[src/rtl/pc_fetch_ctrl.sv]
// Fetch-side PC controller: one outstanding instruction-memory fetch, a single-entry
// output buffer to decode, and branch redirects that flush and drop in-flight responses.
module pc_fetch_ctrl #(
  parameter int              PC_W     = 9,
  parameter logic [PC_W-1:0] RESET_PC = '0
) (
  input  logic            clk,
  input  logic            reset,
  input  logic            PcSel,
  input  logic [31:0]     BrPC,
  output logic            req_valid,
  input  logic            req_ready,
  output logic [PC_W-1:0] req_addr,
  input  logic            rsp_valid,
  input  logic [31:0]     rsp_instr,
  output logic            out_valid,
  input  logic            out_ready,
  output logic [PC_W-1:0] out_pc,
  output logic [31:0]     out_instr,
  output logic            flush,
  output logic            misalign_err
);

  typedef enum logic [1:0] {IDLE, REQ, WAIT, HOLD} state_t;

  state_t          r_state, w_next;
  logic [PC_W-1:0] r_pc, r_fetch_pc, r_out_pc;
  logic [31:0]     r_out_instr;
  logic            r_drop, r_flush, r_misalign;
  logic            w_redir, w_accept;
  logic [PC_W-1:0] w_tgt;

  // IDLE only exists for the single cycle after reset, so a redirect there is never taken.
  assign w_redir  = PcSel && (r_state != IDLE);
  assign w_tgt    = BrPC[PC_W-1:0];
  assign w_accept = (r_state == WAIT) && rsp_valid && !r_drop && !w_redir;

  if (PC_W < 32) begin : g_unused
    logic w_unused_brpc;
    assign w_unused_brpc = ^BrPC[31:PC_W];
  end

  always_ff @(posedge clk or negedge reset) begin
    if (!reset) r_state <= IDLE;
    else        r_state <= w_next;
  end

  always_comb begin
    w_next = r_state;
    case (r_state)
      IDLE: w_next = REQ;
      REQ:  if (req_ready) w_next = WAIT;
      WAIT: begin
        if (w_redir)        w_next = rsp_valid ? REQ : WAIT;
        else if (rsp_valid) w_next = r_drop ? REQ : HOLD;
      end
      HOLD: if (w_redir || out_ready) w_next = REQ;
      default: w_next = IDLE;
    endcase
  end

  always_comb begin
    req_valid = (r_state == REQ);
    out_valid = (r_state == HOLD);
  end

  always_ff @(posedge clk or negedge reset) begin
    if (!reset) begin
      r_pc        <= RESET_PC;
      r_fetch_pc  <= '0;
      r_drop      <= 1'b0;
      r_out_pc    <= '0;
      r_out_instr <= '0;
      r_flush     <= 1'b0;
      r_misalign  <= 1'b0;
    end else begin
      r_flush <= w_redir;
      if (w_redir && (BrPC[1:0] != 2'b00)) r_misalign <= 1'b1;

      if (w_redir)       r_pc <= w_tgt;
      else if (w_accept) r_pc <= r_pc + PC_W'(4);

      // A redirect racing an accepted request leaves a stale response in flight.
      if (r_state == REQ && req_ready) begin
        r_fetch_pc <= r_pc;
        r_drop     <= w_redir;
      end else if (r_state == WAIT) begin
        if (rsp_valid)    r_drop <= 1'b0;
        else if (w_redir) r_drop <= 1'b1;
      end

      if (w_accept) begin
        r_out_pc    <= r_fetch_pc;
        r_out_instr <= rsp_instr;
      end
    end
  end

  assign req_addr     = r_pc;
  assign out_pc       = r_out_pc;
  assign out_instr    = r_out_instr;
  assign flush        = r_flush;
  assign misalign_err = r_misalign;

endmodule
[config.mk]
export PLATFORM = sky130hd
export DESIGN_NAME = pc_fetch_ctrl
export DESIGN_NICKNAME = d
export VERILOG_FILES = /design/src/rtl/pc_fetch_ctrl.sv
export SDC_FILE = /design/constraint.sdc
export NUM_CORES = 1
export LEC_CHECK = 0
export CAP_MARGIN = 15
export CORE_ASPECT_RATIO = 1.1
export CORE_MARGIN = 10
export CORE_UTILIZATION = 39
export CTS_BUF_LIST = sky130_fd_sc_hd__clkbuf_8
export DETAILED_ROUTE_END_ITERATION = 10
export PLACE_DENSITY = 0.82
export SYNTH_ARGS = -nofsm -noshare
export SYNTH_HDL_FRONTEND = slang
export SYNTH_SLANG_ARGS = --single-unit
[constraint.sdc]
create_clock -name clk -period 1.65 [get_ports clk]
set_input_delay 0.4125 -clock clk [delete_from_list [all_inputs] [get_ports clk]]
set_output_delay 0.4125 -clock clk [all_outputs]
set_load 0.01 [all_outputs]
# Word-level counts from Yosys, hierarchy flattened
# Cells that the tools add are included.
[totals]
output_inout_bits = 54
register_bits = 64
word_cells = 45
inputBits = 70
[classes]
n_reduce_logical = 17
n_addsub = 1
n_eq_ne = 6
n_mux = 13
[op_table]
columns = ["operator", "n"]
rows = [
  ["$mux W9", 2],
  ["$mux W2", 6],
  ["$add A9 B3 Y9 const B", 1],
  ["$pmux W2 S4", 1],
  ["$reduce_bool A2 Y1", 4],
  ["$logic_and A1 B1 Y1", 6],
  ["$eq A2 B2 Y1 const B", 2],
  ["$mux W1", 4],
  ["$ne A2 B1 Y1 const B", 2],
  ["$ne A3 B3 Y1 const B", 1],
  ["$reduce_and A3 Y1", 1],
  ["$reduce_bool A3 Y1", 1],
  ["$eq A2 B1 Y1 const B", 1],
  ["$logic_not A1 Y1", 2],
  ["$logic_not A2 Y1", 1],
  ["$reduce_and A2 Y1", 1],
  ["$logic_or A1 B1 Y1", 1],
]

# Logic depth before layout (Yosys ltp)
# Gate-level depths: netlist (run 1).
[depth]
ltp_word = 6
ltp_mapped = 8
depth_no_buf = 7

# Least setup slack after synthesis (run 1)
# OpenSTA, ideal clock, no wires.
[synth_path]
path_kind = "register to register"
startpoint = "register r_state[0]"
endpoint = "register r_out_instr[0], in the netlist out_instr[0]"
stages_incl_launch_ff = 8
period_less_slack_ns = 1.775
arrival_time_ns = 1.650
t_required_ns = 1.525
path_slack_ns = -0.125
cell_sequence = "dfrtp_1 inv_1 ha_1 nand2_1 or2_4 nor2_8 buf_8 mux2_2"
[synth_via]
elab_chain_len = 4
[synth_lines]
columns = ["element", "line", "text"]
rows = [
  ["from (decl)", "26", "state_t r_state, w_next;"],
  ["from (signal assigned)", "45", "else r_state <= w_next;"],
  ["$eq A2 B2 Y1 / $reduce_bool A2 Y1 (equally long branches)", "36, 34", ""],
  ["$logic_and A1 B1 Y1 (on tied branches)", "36, 34", ""],
  ["$logic_and A1 B1 Y1 / $logic_not A1 Y1 (equally long branches)", "36", "assign w_accept = (r_state == WAIT) && rsp_valid && !r_drop && !w_redir;"],
  ["$logic_and A1 B1 Y1 *", "36", ""],
  ["to (signal assigned)", "94", "r_out_instr <= rsp_instr;"],
  ["to (decl)", "28", "logic [31:0] r_out_instr;"],
]
# Every way passes the cells marked *; elsewhere a longest branch is shown, timed or not.
# A chain may end at the register's enable or synchronous reset.

# Final worst setup path (run 1)
[layout_path]
startpoint = "register r_state[1]"
endpoint = "register r_out_instr[1], in the netlist out_instr[1]"
# The elaborated chain is that of the path after synthesis.

==> results of run 1 <==
## flip-flops by register name, indices dropped and copies added (netlist names)
| register | count |
|---|---|
| out_instr | 32 |
| out_pc | 9 |
| r_fetch_pc | 9 |
| req_addr | 9 |
| r_state | 2 |
| flush | 1 |
| misalign_err | 1 |
| r_drop | 1 |
## timing repair
item                                    in CTS  in global routing
buffers inserted                             5                  0
pin swaps                                    0                  3
endpoints found under the setup margin      88                 55
resized for setup                           54                 17
gates cloned                                 0                  1
## power groups by stage
stage	combinational, mW	clock (mW)	sequential (mW)
global route	3.40	1.65	2.80
CTS	3.17	1.55	2.70
floorplan	1.33	0	2.97
finish	3.15	1.52	2.70
detailed placement	3.39	0	2.77
global placement	3.31	0	2.75
## worst max-delay path: cells and delay by family, from the launching register on
kind	cells	cell delay [ns]
adders and majority gates	1	0.13
DFF	1	0.40
buffers and inverters	2	0.32
and+or+nand+nor	3	0.50
muxes	1	0.30
## placed cells by master, fill, tap and decap left out, drive strengths merged, types with 2 or more instances in the layout
master         count
a21oi              4
buf               26
bufinv             2
clkbuf            12
clkdlybuf4s50     45
dfrtp             64
dlygate4sd2       44
dlymetal6s2s       8
ha                 5
inv                6
mux2              50
nand2             20
nand2b             2
nand4b             2
nor2               8
nor3               2
o21ai              6
xnor2              4
xor2               2
## cell families (layout without fill, tap and decap cells)
kind of cell,after synthesis,count (layout),share of synthesized area (%)
buffers and inverters,12,145,3.67
and+or+nand+nor,40,40,7.49
xor gates and xnor gates,6,6,1.93
adders and majority gates,5,5,2.30
AOI/OAI and AO/OA,15,15,3.40
DFF,64,64,58.8
muxes,51,51,22.4
## path summary, 6_finish.rpt
kind	start	endpoint	slack, ns	depth (start not counted)
setup reg to reg	r_state[1]	out_instr[1]	-0.13	7
min in group clk	out_instr[17]	out_instr[17]	0.50	1
hold reg to reg	out_instr[17]	out_instr[17]	0.50	1
hold / removal	reset	out_instr[15]	0.03	1
setup / recovery	r_state[1]	out_instr[1]	-0.13	7
max in group asynchronous	reset	out_instr[30]	1.11	2
## through the flow
step | util, % | cell area [um2] | hold WS, ns | setup TNS (ns) | total power, mW
2_1_floorplan | - | 2850 | 0.117 | -2.31 | 4.30
3_3_place_gp | 61.2 | 4080 | 0.387 | -17.29 | 6.06
3_5_place_dp | 61.2 | 4080 | 0.396 | -18.27 | 6.16
4_1_cts | 64.5 | 4300 | 0.0323 | -4.77 | 7.43
5_1_grt | 65.5 | 4370 | 0.0401 | -6.72 | 7.85
6_report | 65.5 | 4370 | 0.0295 | -4.40 | 7.37
## area by class of cell
cell class                      instances  share of cell area, %
Sequential cell                        64                   36.6
Multi-Input combinational cell        117                   26.8
Clock buffer                           11                   3.46
Timing Repair Buffer                  124                   28.4
Clock inverter                          5                   1.83
Inverter                                5                  0.487
Tap cell                               82                   2.35
## per-layer routing
layer  part of all wire (%)  routed length (um)  up-vias
met5                      0                   0        -
met4                   0.72                  51        0
met3                    7.8                 553        7
met2                     45                3190       83
met1                     47                3320      960
li1                       -                   -      916
==> flow_metrics.tcl, run 1 <==
set metrics [dict create \
    rsz0062_at_grt "true" \
    path_cells "buf_6, ha_4, nand2_2, or2_4, nor2_8, clkbuf_16, mux2_4" \
    cts_buffers 9 \
    power.switching_mw 2.28 \
    crit_type "reg2reg" \
    p_per_area_nw_per_um2 1690 \
    max_slew_margin_pct 68.6 \
    place_ws_ns -0.430 \
    leakagePower_nw 2.16 \
    portBuffers 100 \
    hold_path.class "in2async" \
    synth.largest_area_cell "dfrtp_1" \
    postSynthCellCount 193 \
    instances_no_fill 408 \
    ys.flop_type "dfrtp_1" \
    placedCellCount 386 \
    setup_viol 41 \
    drt-pass1-iter-count 4 \
    grtUsageMet2_pct 19.3 \
    finalWorstSetupSlack_ns -0.130 \
    nets 396 \
    power.share.switching_pct 30.9 \
    area_growth_pct 60.5 \
    multiInputGateArea_um2 1170 \
    end_kind "register" \
    ys_seq_area_share_pct 58.8 \
    cts_max_level 3 \
    place.gp.congestion 0.776 \
    synthTopCellsByCount "dfrtp_1 (64), mux2_2 (40), nand2_1 (20)" \
    status "finished with violations" \
    skew_ns 0.0107 \
    seq_area_um2 1600 \
    internal-power_mw 5.09 \
    use_met1_pct 18.0 \
    grt_busiest_layer "met2" \
    grt_max_degree 28 \
    netlist_area_um2 2720 \
    via_per_inst 4.82 \
    worstPathRequired_ns 1.86 \
    hpwlAfterDp_um 5410 \
    worstPathMaxFanout 8 \
    grt_use_met3_pct 5.78 \
    max_freq_ghz 0.562 \
    yosysTopAreaCellShare_pct 58.8 \
    ys_ff_latch 64 \
    synthTopCellsByArea "dfrtp_1 (59%), mux2_2 (17%), mux2_4 (5.5%)" \
    seq_power_share_pct 36.6 \
    antenna_found_initial 0 \
    ant_nets 0 \
    yosysUniqueCellTypes 32 \
    track_usage_pct 13.4 \
    cap_violations 0 \
    hold_viol 0 \
    die_h_um 108 \
    clock_path_buffers 2 \
    clkLatencyLatePin_ns 0.33 \
    period_share_pct 108 \
    cpPeakStageDelay_ns 0.40 \
    synth_edf_count 0 \
    ctsHoldBuffers 0 \
    yosysWarningCount 0 \
    wirelength_um 7120 \
    num_vias 1966 \
    antenna_cells 0 \
    grt_first_pass_wirelength_um 11500 \
    cp_slowest_cell "dfrtp_1" \
    cp.arrival_ns 1.99 \
    async_flop_share_pct 100 \
    dr.first_iter.drc_count 22 \
    peakVddDrop_mv 0.814 \
    yosysMostFrequentCell "dfrtp_1" \
    wire_per_inst_um 17.4 \
    cts-root-buf "clkbuf_8" \
    gr-total-overflow 0 \
    p_comb_share_pct 42.7 \
    cts_tree "done" \
    core_um2 6670 \
    io-pin-count 124 \
    initial_core_util_pct 40.8 \
    syn_avg_cell_area_um2 14.1 \
    dieWidth_um 99.7 \
    fillCellCount 514 \
    final-max-slew-violation-count 0 \
    min_period_ns 1.78 \
    violations "negative setup slack" \
    drive_gt1_share_pct 31.9 \
    synth_nets 268 \
    pwr-share-clk_pct 20.6 \
    cts_sinks 64 \
    die-area_um2 10700 \
    worst_pin_slew_ns 0.471 \
    startpoint_type "register" \
    drcViolationCount 0 \
    grt_pass1_vias 2127 \
    clk_pin_slew_ns 0.07 \
    rows 31 \
]
No activity file was read; power rests on OpenSTA's default activity.
==> inputs of run 2 (changes only) <==
CORE_UTILIZATION = 37   (was 39)
CTS_BUF_LIST = sky130_fd_sc_hd__clkbuf_16   (was sky130_fd_sc_hd__clkbuf_8)
PLACE_DENSITY = 0.79   (was 0.82)
SLEW_MARGIN = 20   (was default)
==> run 2 against run 1 <==
Net effect:
- the flow still finishes with violations (negative setup slack)
- largest power group unchanged
- worst setup slack gained 0.032 ns
- hold slack improved by 0.065 ns
- combinational power is 6.3% higher
- critical path depth up 1
- cell area rose by 5.0%
- clock skew decreased by 0.0066 ns
- first-iteration DRC count grew to 2.6 times the previous value
- global-route usage is 0.57 points lower
==> flow_metrics.tcl, run 2 (synthesized netlist as in run 1, its figures left out) <==
set metrics [dict create \
    status "finished with violations" \
    violations "negative setup slack" \
    portBuffers 100 \
    io-pin-count 124 \
    startpoint_type "register" \
    largest_register_ffs 32 \
    period_share_pct 106 \
    finalWorstSetupSlack_ns -0.0976 \
    skew_ns 0.00413 \
    antenna_cells 0 \
    core_um2 7090 \
    clk_pin_slew_ns 0.05 \
    layout_common_cells "dfrtp_1 (64), clkdlybuf4s50_1 (51), mux2_4 (40), dlymetal6s2s_1 (29), nand2_1 (19)" \
    num_vias 1991 \
    rsz0062_at_grt "true" \
    cp_num_buf_inv 3 \
    setup_tns_ns -2.96 \
    layout_commonest_cell "dfrtp_1" \
    place.gp.congestion 0.785 \
    cp.arrival_ns 1.95 \
    grt_max_degree 65 \
    hold_path.class "in2async" \
    cp_slowest_cell "dfrtp_1" \
    instances_no_fill 416 \
    dieWidth_um 102 \
    cap_violations 0 \
    grt_pass1_vias 2174 \
    final_util_pct 64.8 \
    worstPathMaxFanout 5 \
    clock_path_buffers 2 \
    via_per_inst 4.79 \
    ant_nets 0 \
    nets 402 \
    worstPathRequired_ns 1.85 \
    initial_core_util_pct 38.4 \
    path_delay_family "simple AND/OR/NAND/NOR gates" \
    leakagePower_nw 2.41 \
    crit_type "reg2reg" \
    wirelength_um 7280 \
    final-max-slew-violation-count 0 \
    track_usage_pct 12.9 \
    max_slew_margin_pct 76.5 \
    p_per_area_nw_per_um2 1670 \
    die_h_um 110 \
    drt-pass1-iter-count 4 \
    wire_per_inst_um 17.5 \
    cts_max_level 3 \
    hpwlAfterDp_um 5180 \
    cts-root-buf "clkbuf_16" \
    cpPeakStageDelay_ns 0.36 \
    die-area_um2 11200 \
    cts_sinks 64 \
    gr-total-overflow 0 \
    setup_viol 41 \
    placedCellCount 389 \
    drcViolationCount 0 \
    drive_gt1_share_pct 32.0 \
    path_cells "buf_6, ha_4, nand2_2, or2_4, nor2_8, buf_12, clkbuf_16, mux2_4" \
    clkLatencyLatePin_ns 0.32 \
    place_ws_ns -0.436 \
    peakVddDrop_mv 0.878 \
    rr_worst_depth 8 \
    end_kind "register" \
    grt_first_pass_wirelength_um 11300 \
    dr.first_iter.drc_count 58 \
    area_growth_pct 68.5 \
    min_period_ns 1.75 \
    cts_tree "done" \
    crit_cells 8 \
    ctsHoldBuffers 0 \
    hold_viol 0 \
    antenna_found_initial 0 \
    max_freq_ghz 0.572 \
    rows 32 \
    cts_buffers 9 \
    worst_pin_slew_ns 0.352 \
]
-- run 2: cell types whose count changed in the layout (fill, tap and decap cells not counted), sizes merged --
cell | previous run | this run
dlymetal6s2s | 8 | 29
clkbuf | 12 | 10
dlygate4sd2 | 44 | 17
bufinv | 2 | 0
clkdlybuf4s50 | 45 | 51
clkinv | 1 | 5
buf | 26 | 32
inv | 6 | 5
-- run 2: per-layer routing --
layer | routed length, um | vias up | track usage [%]
li1 | - | 934 | -
met1 | 3250 | 963 | 15.8
met4 | 38 | 0 | 3.99
met2 | 3350 | 90 | 20.1
met5 | 0 | - | 0
met3 | 637 | 4 | 5.48
-- run 2: cell type report --
class	instances	area [um2]
Clock buffer	9	225
Sequential cell	64	1600
Timing Repair Buffer	130	1410
Clock inverter	6	27.5
Multi-Input combinational cell	117	1190
Inverter	5	23.8
Tap cell	85	106
Fill cell	554	2500
-- run 2: final timing paths --
kind | from | end | slack [ns]
worst max-delay path | r_state[1] | out_instr[13] | -0.1
worst min-delay path | reset | out_instr[24] | 0.09
worst max register to register | r_state[1] | out_instr[13] | -0.1
worst min register to register | misalign_err | misalign_err | 0.48
max in group asynchronous | reset | out_instr[18] | 1.26
min in group clk | misalign_err | misalign_err | 0.48
-- run 2: what timing repair did --
| action | 4_1_cts | 5_1_grt |
|---|---|---|
| endpoints found under the setup margin | 60 | 75 |
| pin swaps | 2 | 1 |
| gates resized for setup | 36 | 39 |
| cloned | 2 | 1 |
| setup buffers | 8 | 2 |
-- run 2: stage by stage --
step,power (mW),instance area [um2],hold WS (ns)
after floorplan,4.30,2850,0.117
after global placement,6.05,4070,0.455
after detailed placement,6.14,4070,0.461
after CTS,7.79,4450,0.124
after global routing,8.14,4590,0.140
final,7.67,4590,0.0948
-- run 2: report_power, final --
group	switching (mW)	internal (mW)
clock network	0.631	0.981
logic	1.26	2.09
registers	0.432	2.28
total	2.33	5.35
==> inputs of run 3 (changes only) <==
CTS_BUF_LIST = default   (was sky130_fd_sc_hd__clkbuf_16)
==> run 3 against run 2 <==
Net effect:
- highest routed layer unchanged
- fmax down 2.2%
- critical path depth is the same
- worst setup slack worse by 0.039 ns
- the run still ends with negative setup slack left
- sequential power about the same
- largest cell class unchanged
==> flow_metrics.tcl, run 3 (synthesized netlist as in run 1, its figures left out) <==
set metrics [dict create \
    status "finished with violations" \
    violations "negative setup slack" \
    hpwlAfterDp_um 5180 \
    hold_viol 0 \
    period_share_pct 108 \
    peakVddDrop_mv 0.767 \
    critPathCapture "out_instr[5]" \
    cts_buffers 9 \
    cap_violations 0 \
    nets 404 \
    drcViolationCount 0 \
    worstPathMaxFanout 7 \
    max_slew_margin_pct 76.0 \
    drive_gt1_share_pct 33.9 \
    worstPathRequired_ns 1.87 \
    rsz0062_at_grt "true" \
    min_period_ns 1.79 \
    ant_nets 0 \
    clkLatencyLatePin_ns 0.34 \
    grt_first_pass_wirelength_um 11200 \
    crit_start "r_state[1]" \
    dieWidth_um 102 \
    portBuffers 100 \
    via_per_inst 4.77 \
    finalInstanceArea_um2 4460 \
    core_um2 7090 \
    drt-pass1-iter-count 4 \
    setup_tns_ns -4.76 \
    ctsHoldBuffers 0 \
    place.gp.congestion 0.785 \
    io-pin-count 124 \
    layout_common_cells "dfrtp_1 (64), dlygate4sd2_1 (50), clkdlybuf4s50_1 (46), mux2_4 (40), nand2_1 (19)" \
    finalWorstSetupSlack_ns -0.136 \
    antenna_found_initial 0 \
    layout_commonest_cell "dfrtp_1" \
    hold_path.class "in2async" \
    max_freq_ghz 0.560 \
    cts_sinks 64 \
    cp.arrival_ns 2.00 \
    area_growth_pct 63.6 \
    gr-total-overflow 0 \
    reg2reg_from "r_state[1]" \
    grt_pass1_vias 2179 \
    worst_pin_slew_ns 0.360 \
    largest_register_ffs 32 \
    num_vias 1995 \
    crit_type "reg2reg" \
    clk_pin_slew_ns 0.07 \
    antenna_cells 0 \
    cts-root-buf "clkbuf_8" \
    leakagePower_nw 2.13 \
    cts_tree "done" \
    multiInputGateArea_um2 1210 \
    end_kind "register" \
    dpl_cell_area_um2 4070 \
    p_per_area_nw_per_um2 1620 \
    setup_viol 41 \
    dr.first_iter.drc_count 28 \
    track_usage_pct 12.9 \
    wire_per_inst_um 17.4 \
    die-area_um2 11200 \
    skew_ns 0.00553 \
    cts_max_level 3 \
    startpoint_type "register" \
    r2r_setup_slack_ns -0.14 \
    wirelength_um 7280 \
    seq_area_um2 1600 \
    clock_path_buffers 2 \
    rows 32 \
    timing.rr.end "out_instr[5]" \
    grt_max_degree 65 \
    initial_core_util_pct 38.4 \
    die_h_um 110 \
    final-max-slew-violation-count 0 \
    fillCellCount 562 \
    rr_worst_depth 8 \
]
## run 3: cell types whose count changed in the layout (fill, tap and decap cells not counted), sizes merged
cell / before / now
dlygate4sd2: 17 / 50
clkdlybuf4s50: 51 / 46
clkbuf: 10 / 14
buf: 32 / 34
clkinv: 5 / 1
dlymetal6s2s: 29 / 1
## run 3: worst min-delay path by stage
| stage | from | end | slack (ns) | depth (start not counted) |
|---|---|---|---|---|
| 2_1_floorplan | reset | flush | 0.12 | 0 |
| 3_3_place_gp | reset | out_instr[27] | 0.46 | 2 |
| 3_5_place_dp | reset | out_instr[27] | 0.46 | 2 |
| 4_1_cts | reset | out_instr[27] | 0.1 | 2 |
| 5_1_grt | reset | out_instr[27] | 0.12 | 2 |
| 6_report | reset | out_instr[24] | 0.06 | 2 |
## run 3: through the flow
| stage | std cells | hold slack (ns) | setup slack [ns] | utilization [%] | power (mW) |
|---|---|---|---|---|---|
| 6_report | 418 | 0.0590 | -0.136 | 62.9 | 7.21 |
| 3_3_place_gp | 389 | 0.455 | -0.403 | 57.5 | 6.05 |
| 2_1_floorplan | 193 | 0.117 | -0.0621 | - | 4.30 |
| 4_1_cts | 417 | 0.0987 | -0.143 | 61.8 | 7.21 |
| 5_1_grt | 418 | 0.116 | -0.202 | 62.9 | 7.66 |
| 3_5_place_dp | 389 | 0.461 | -0.436 | 57.5 | 6.14 |
## run 3: layout make-up
type                            instances  area share, %
Clock inverter                          2          0.281
Inverter                                5          0.534
Timing Repair Buffer                  132           29.7
Clock buffer                           13           4.02
Multi-Input combinational cell        117           27.1
Tap cell                               85           2.39
Sequential cell                        64           35.9
## run 3: repair_timing
| item | 4_1_cts | 5_1_grt |
|---|---|---|
| endpoints found under the setup margin | 94 | 48 |
| cloned | 2 | 1 |
| pin swaps | 3 | 5 |
| buffers inserted | 11 | 1 |
| resized for setup | 71 | 13 |
## run 3: routing by layer
metal / GRT usage, % / wire, um / vias to the layer above
li1: - / - / 937
met4: 5.42 / 101 / 0
met1: 16.0 / 3190 / 968
met3: 4.23 / 666 / 10
met2: 20.1 / 3320 / 80
met5: 0 / 0 / -
## run 3: where the power goes
part / switching, mW / internal, mW / leakage [nW]
logic: 1.30 / 1.94 / 1.23
clock network: 0.582 / 0.699 / 0.0975
registers: 0.421 / 2.28 / 0.797
total: 2.30 / 4.91 / 2.13
## run 3: worst max-delay path, stage by stage, from the launching register on
cell and delay (ns):
dfrtp_1 0.37, buf_6 0.12, ha_4 0.13, nand2_2 0.05
or2_4 0.28, nor2_8 0.14, buf_4 0.15, buf_16 0.13
mux2_4 0.30
